<file path="src/rtl/wb_sel_mux3_if.sv">
// Writeback-select bus for the RV32I register-file write port.
// Carries the three candidate values, the decoder's select and the chosen result.
// The master drives the candidates and the select; the slave (the selector) returns wb_data.
interface wb_sel_mux3_if #(
    parameter int WIDTH = 32
);
    logic [WIDTH-1:0] pc_four;
    logic [WIDTH-1:0] alu_data;
    logic [WIDTH-1:0] ld_data;
    logic [1:0]       wb_sel;
    logic [WIDTH-1:0] wb_data;

    modport master (
        output pc_four,
        output alu_data,
        output ld_data,
        output wb_sel,
        input  wb_data
    );

    modport slave (
        input  pc_four,
        input  alu_data,
        input  ld_data,
        input  wb_sel,
        output wb_data
    );
endinterface

</file>
<file path="src/rtl/wb_sel_mux3.sv">
// Writeback-source selector for the RV32I datapath.
// Chooses PC+4, the ALU result or load data for the register-file write port.
// The reserved select 2'b11 forces all-zeros, so the write port never sees a stale or
// undefined value. REG_OUT=0 gives a pure combinational path; REG_OUT=1 adds one
// output register with a synchronous active-high reset for pipelined variants.
module wb_sel_mux3 #(
    parameter int WIDTH   = 32,
    parameter bit REG_OUT = 1'b0
) (
    input  logic          clk,
    input  logic          rst,
    wb_sel_mux3_if.slave  bus
);

    localparam logic [1:0] SEL_PC4 = 2'b00;
    localparam logic [1:0] SEL_ALU = 2'b01;
    localparam logic [1:0] SEL_LD  = 2'b10;

    // Selected candidate for the current inputs. Both build variants use it.
    logic [WIDTH-1:0] sel_s;

    // Fully specified select decode; the reserved code and any unknown select fall to zero.
    always_comb begin
        sel_s = {WIDTH{1'b0}};
        case (bus.wb_sel)
            SEL_PC4: sel_s = bus.pc_four;
            SEL_ALU: sel_s = bus.alu_data;
            SEL_LD:  sel_s = bus.ld_data;
            default: sel_s = {WIDTH{1'b0}};
        endcase
    end

    generate
        if (REG_OUT) begin : g_reg
            logic [WIDTH-1:0] wb_data_r;

            // Output register: reset overrides any select, and otherwise captures the value
            // selected at this edge. This discards any value in flight when reset arrives.
            always_ff @(posedge clk) begin
                if (rst) begin
                    wb_data_r <= {WIDTH{1'b0}};
                end else begin
                    wb_data_r <= sel_s;
                end
            end

            assign bus.wb_data = wb_data_r;
        end else begin : g_comb
            // Clock and reset have no function in the combinational build. They are folded
            // into a sink net so the ports stay in place for drop-in compatibility.
            logic unused_clk_rst_s;
            assign unused_clk_rst_s = &{1'b0, clk, rst};

            assign bus.wb_data = sel_s;
        end
    endgenerate

endmodule

</file>
<file path="src/flat_wrapper.sv">
// flat-port wrapper written by rule: the top's interface ports become plain ports
module wb_sel_mux3_flat 
#(
    parameter int WIDTH   = 32,
    parameter bit REG_OUT = 1'b0
)
  (clk, rst, bus_pc_four, bus_alu_data, bus_ld_data, bus_wb_sel, bus_wb_data);
  wb_sel_mux3_if #(.WIDTH(WIDTH)) bus_i ();
  input  logic clk;
  input  logic rst;
  input wire logic [$bits(bus_i.pc_four)-1:0] bus_pc_four;
  input wire logic [$bits(bus_i.alu_data)-1:0] bus_alu_data;
  input wire logic [$bits(bus_i.ld_data)-1:0] bus_ld_data;
  input wire logic [$bits(bus_i.wb_sel)-1:0] bus_wb_sel;
  output wire logic [$bits(bus_i.wb_data)-1:0] bus_wb_data;
  assign bus_i.pc_four = bus_pc_four;
  assign bus_i.alu_data = bus_alu_data;
  assign bus_i.ld_data = bus_ld_data;
  assign bus_i.wb_sel = bus_wb_sel;
  assign bus_wb_data = bus_i.wb_data;
  wb_sel_mux3 #(.WIDTH(WIDTH), .REG_OUT(REG_OUT)) u_core (.clk(clk), .rst(rst), .bus(bus_i));
endmodule
</file>
<file path="config.mk">
export PLATFORM = sky130hd
export DESIGN_NAME = wb_sel_mux3_flat
export DESIGN_NICKNAME = d
export VERILOG_FILES = /design/src/rtl/wb_sel_mux3_if.sv /design/src/rtl/wb_sel_mux3.sv /design/src/flat_wrapper.sv
export SDC_FILE = /design/constraint.sdc
export NUM_CORES = 1
export LEC_CHECK = 0
export CORE_MARGIN = 8
export CORE_UTILIZATION = 24
export DETAILED_ROUTE_END_ITERATION = 16
export GPL_TIMING_DRIVEN = 0
export PLACE_DENSITY = 0.95
export REMOVE_ABC_BUFFERS = 1
export SYNTH_ARGS = -nofsm -noshare
export SYNTH_HDL_FRONTEND = slang
export SYNTH_SLANG_ARGS = --single-unit
</file>
<file path="constraint.sdc">
create_clock -name vclk -period 1.7
set_input_delay 0.34 -clock vclk [all_inputs]
set_output_delay 0.34 -clock vclk [all_outputs]
set_load 0.005 [all_outputs]
</file>
==> metrics.txt, run 1 <==
First DRT Iteration DRCs=7; max_slew headroom=~84%; WL final=around 4400 um; core area=between 3000 and 4000 sq um; Switching Fraction=a little under a third; f_max=around 600 MHz; post-synthesis sequential area ratio=0%; Vias/cell=approximately 4.6; FF+latch count=0; first-pass GRT wire length=roughly 6600 um; Synth Area in Compound Gates=a little over two fifths; class of the worst hold path=input port to output port; Nets=303; Max Cap Viol=0; largest family of logic cells by synthesized area=compound AO/OA/AOI/OAI gates; Psw=0.000159 W; GR Util All Layers=between 10% and 20%; crit path from=bus_pc_four[13]; Starting Density=25.6%; max-slew violations=0; number of global-route vias before repair=between 1,000 and 1,500; largest net degree at the start of global routing=35; ANT cells=0; row count=20; Logic pwr share=100.0%; Post-Synth Adder-Cell Area=0%; RSZ-0062 raised after global routing=no; Post-DP Area=~2000 sq um; PwrDens=approximately 240 nW/um^2; Synth Area in Simple Gates=1.75%; worst slew pin tran=around 250 ps; peak supply drop=around 0.17 mV; clock group share of total power=0%; Worst Setup End Kind=output port; Ports=~130; port bufs=130; Post-Synthesis Cells=77; CP Data Required Time=1360 ps; Clock buffer cells=0; Seq pwr share=0%; critical path class=input port to output port; xor/xnor cell area share of the yosys netlist=0%; Worst EP arrival=between 1000 and 1500 ps; Ys Warns=0; outcome=finished, final reports clean; element type at the critical path start=input port; DRC=0; Setup crit end=bus_wb_data[13]; gr busiest metal=met2; Reg area=0 sq um; Die W=~73 um; worst-path maximum fanout=1; Vias=between 1,000 and 1,500; setup violators final=0; hold slack=1160 ps; share of layout cells above drive strength 1=9.45%; mux cell area share after synthesis=slightly above 40%; internal power=about 0.00035 W; Final Cycle Share=between 90% and 100%; Hold Vio Cnt, Final=0; cell leakage power=just under 0.9 nW; commonest non-fill, non-tap cell in the layout=clkdlybuf4s50_1; grt ovf=0; met1 usage=a little over an eighth; final setup TNS=0 ps; synth-to-layout area growth=165%; synthesized area per cell=about 10 sq um; most frequent cells in the layout=96 x clkdlybuf4s50_1, 32 x mux2i_1, 29 x dlygate4sd2_1; RePlAce Congestion=about 0.75; routing usage on met3=6.53%; die height=73.3 um; min Tclk post-route=1640 ps; Pre-Repair DR Iteration Count=3; Detail Route Antenna Nets=0; WL/cell=18.0 um; initial antenna violation count=0; die area=roughly 5400 sq um; Netlist cell types=8; Design Area, Final=approximately 2100 sq um; synthesized area=787 sq um; met2 Use GR=31.8%
cells in the mapped netlist, drive strengths merged:
cell	count	area [sq um]
clkbuf	2	7.51
nor2b	1	13.8
o2bb2ai	32	343
buf	10	103
mux2i	32	320
per-layer routing:
metal	vias up	routed length (um)	share of wire (%)
met2	65	2430	55
met3	4	488	11
met5	-	0	0
met4	0	41	0.93
met1	492	1450	33
li1	569	-	-
cell families (layout without fill, tap and decap cells):
kind of cell           Yosys count  after routing
AOI/OAI and AO/OA               32             32
buffers and inverters           12            135
muxes                           32             32
and+or+nand+nor                  1              2
critical path, cell delays in order:
cell and delay [ps]:
clkdlybuf4s50_1 470, mux2i_1 80, o2bb2ai_1 150, dlygate4sd2_1 260
worst min-delay path by stage:
stage,from,endpoint,slack (ps),cells past startpoint
CTS,bus_wb_sel[1],bus_wb_data[5],1180,3
finish,bus_wb_sel[1],bus_wb_data[28],1160,3
global placement,bus_ld_data[16],bus_wb_data[16],1640,3
detailed placement,bus_ld_data[22],bus_wb_data[22],1640,3
global route,bus_wb_sel[1],bus_wb_data[4],1200,3
floorplan,bus_wb_sel[1],bus_wb_data[0],720,1
per-stage QoR:
step	worst slack, ps	utilization [%]	power, W	cells
6_report	63.7	67.8	0.000507	245
5_1_grt	1.39	67.8	0.000545	245
4_1_cts	33.3	67.6	0.000512	245
3_5_place_dp	-2100	65.9	0.000535	239
3_3_place_gp	-2290	66.1	0.000526	239
2_1_floorplan	302	-	0.000126	65
power by group through the flow:
stage | Combinational (W) | Clock [W] | Sequential (W)
after floorplan | 0.000126 | 0 | 0
after global placement | 0.000526 | 0 | 0
after detailed placement | 0.000535 | 0 | 0
after CTS | 0.000512 | 0 | 0
after global routing | 0.000545 | 0 | 0
final | 0.000507 | 0 | 0
repair_timing:
action	4_1_cts	5_1_grt
resized for setup	46	4
hold buffers	0	0
setup buffers	5	0
gates cloned	1	0
endpoints found under the setup margin	32	4
pin swaps	1	1
cell type report:
class / instances / area (sq um)
multi-input cells: 66 / 691
fillers: 250 / 990
well taps: 44 / 55.1
repair buffers: 135 / 1340
Note: power is estimated with default switching activity, not from simulation.
==> run 2, diff against run 1 <==
CELL_PAD_IN_SITES_DETAIL_PLACEMENT = 1   (was default)
CELL_PAD_IN_SITES_GLOBAL_PLACEMENT = 2   (was default)
CORE_UTILIZATION = 10   (was 24)
==> run 2 against run 1 <==
Against the previous run: critical path depth did not move; sequential share of layout area stayed put; critical endpoint is now bus_wb_data[8]; combinational power increased by 8.5%; sequential cell count did not move; worst hold slack worse by 13 ps; via count up 6.5%; wire length grew 26%; largest power group unchanged; global-route usage down 6.0 points; non-clock buffer count rose by 4.
==> metrics.txt, run 2 (same netlist as run 1, synthesis figures left out) <==
share of layout cells above drive strength 1=12.2%; Worst Setup End Kind=output port; synth-to-layout area growth=190%; WL final=~5600 um; # hold bufs at CTS=0; max_slew headroom=86.4%; Hold Vio Cnt, Final=0; max-slew violations=0; f_max=around 600 MHz; Pre-Repair DR Iteration Count=3; grt ovf=0; cell leakage power=between 0.9 and 1 nW; dpl hpwl=between 4000 and 5000 um; initial antenna violation count=0; largest net degree at the start of global routing=19; most frequent cells in the layout=96 x clkdlybuf4s50_1, 32 x dlygate4sd2_1, 30 x mux2i_1; PwrDens=~240 nW/um^2; worst-path maximum fanout=1; number of global-route vias before repair=about 1,400; Starting Density=between 10% and 20%; critical path class=input port to output port; Detail Route Antenna Nets=0; die area=approximately 11,000 sq um; outcome=finished, final reports clean; core area=7690 sq um; Clock buffer cells=0; port bufs=130; first-pass GRT wire length=8470 um; WL/cell=18.1 um; Vias=roughly 1,200; Nets=approximately 300; RePlAce Congestion=roughly 0.69; min Tclk post-route=~1600 ps; GR Util All Layers=a little under a tenth; Final Cycle Share=between 90 and 100%; commonest non-fill, non-tap cell in the layout=clkdlybuf4s50_1; die height=between 100 and 150 um; Ports=about 130; CP Data Required Time=approximately 1400 ps; DRC=0; RSZ-0062 raised after global routing=no; element type at the critical path start=input port; Reg area=0 sq um; class of the worst hold path=input port to output port; Power Total=0.000550 W; Max Cap Viol=0; Die W=around 100 um; Util after Layout=between 20% and 30%; worst slew pin tran=200 ps; peak supply drop=between 0.04 and 0.05 mV; row count=32; Worst EP arrival=1310 ps; FF+latch count=0; setup violators final=0; First DRT Iteration DRCs=10; ANT cells=0; Vias/cell=around 3.9
==> run 2: cell types whose count changed in the layout (fill, tap and decap cells not counted), sizes merged <==
| cell | delta |
|---|---|
| buf | +3 |
| clkdlybuf4s15 | -3 |
| dlygate4sd2 | +3 |
| bufbuf | +1 |
==> run 2: layer usage <==
layer	vias to the layer above	global-route usage, %	wire, um
met4	0	0	0
met2	67	18.0	2840
met1	563	11.3	2340
met5	-	0	0
met3	0	2.21	376
li1	574	-	-
==> run 2: cell type report <==
cell class / instances / area (sq um)
Fill cell: 881 / 5410
Multi-Input combinational cell: 66 / 698
Tap cell: 102 / 128
Timing Repair Buffer: 139 / 1450
==> run 2: what timing repair did <==
item | CTS | global route
buffers inserted | 6 | 0
setup endpoints to repair | 32 | 0
resized for setup | 46 | 0
endpoints found under the hold margin | 0 | 0
==> run 2: per-stage QoR <==
| step | std cells | instance area (sq um) | setup slack [ps] | hold slack [ps] | setup TNS (ps) |
|---|---|---|---|---|---|
| floorplan | 65 | 677 | 302 | 719 | 0 |
| global placement | 297 | 2110 | -2670 | 1640 | -84120 |
| detailed placement | 298 | 2120 | -1330 | 1640 | -41520 |
| CTS | 307 | 2280 | 37.1 | 1160 | 0 |
| global route | 307 | 2280 | 4.66 | 1170 | 0 |
| finish | 307 | 2280 | 52.8 | 1150 | 0 |
==> run 2: worst paths after layout <==
path | start | to | slack, ps | cells past startpoint
setup / recovery | bus_pc_four[8] | bus_wb_data[8] | 50 | 4
hold / removal | bus_wb_sel[1] | bus_wb_data[25] | 1150 | 3
==> run 2: worst max-delay path, cell delays in order <==
cell	delay [ps]
clkdlybuf4s50_1	410
mux2i_2	200
o2bb2ai_2	90
dlygate4sd2_1	270
==> run 2: power by group <==
part	switching, W	internal (W)
clock	0	0
sequential	0	0
combinational	0.000173	0.000377
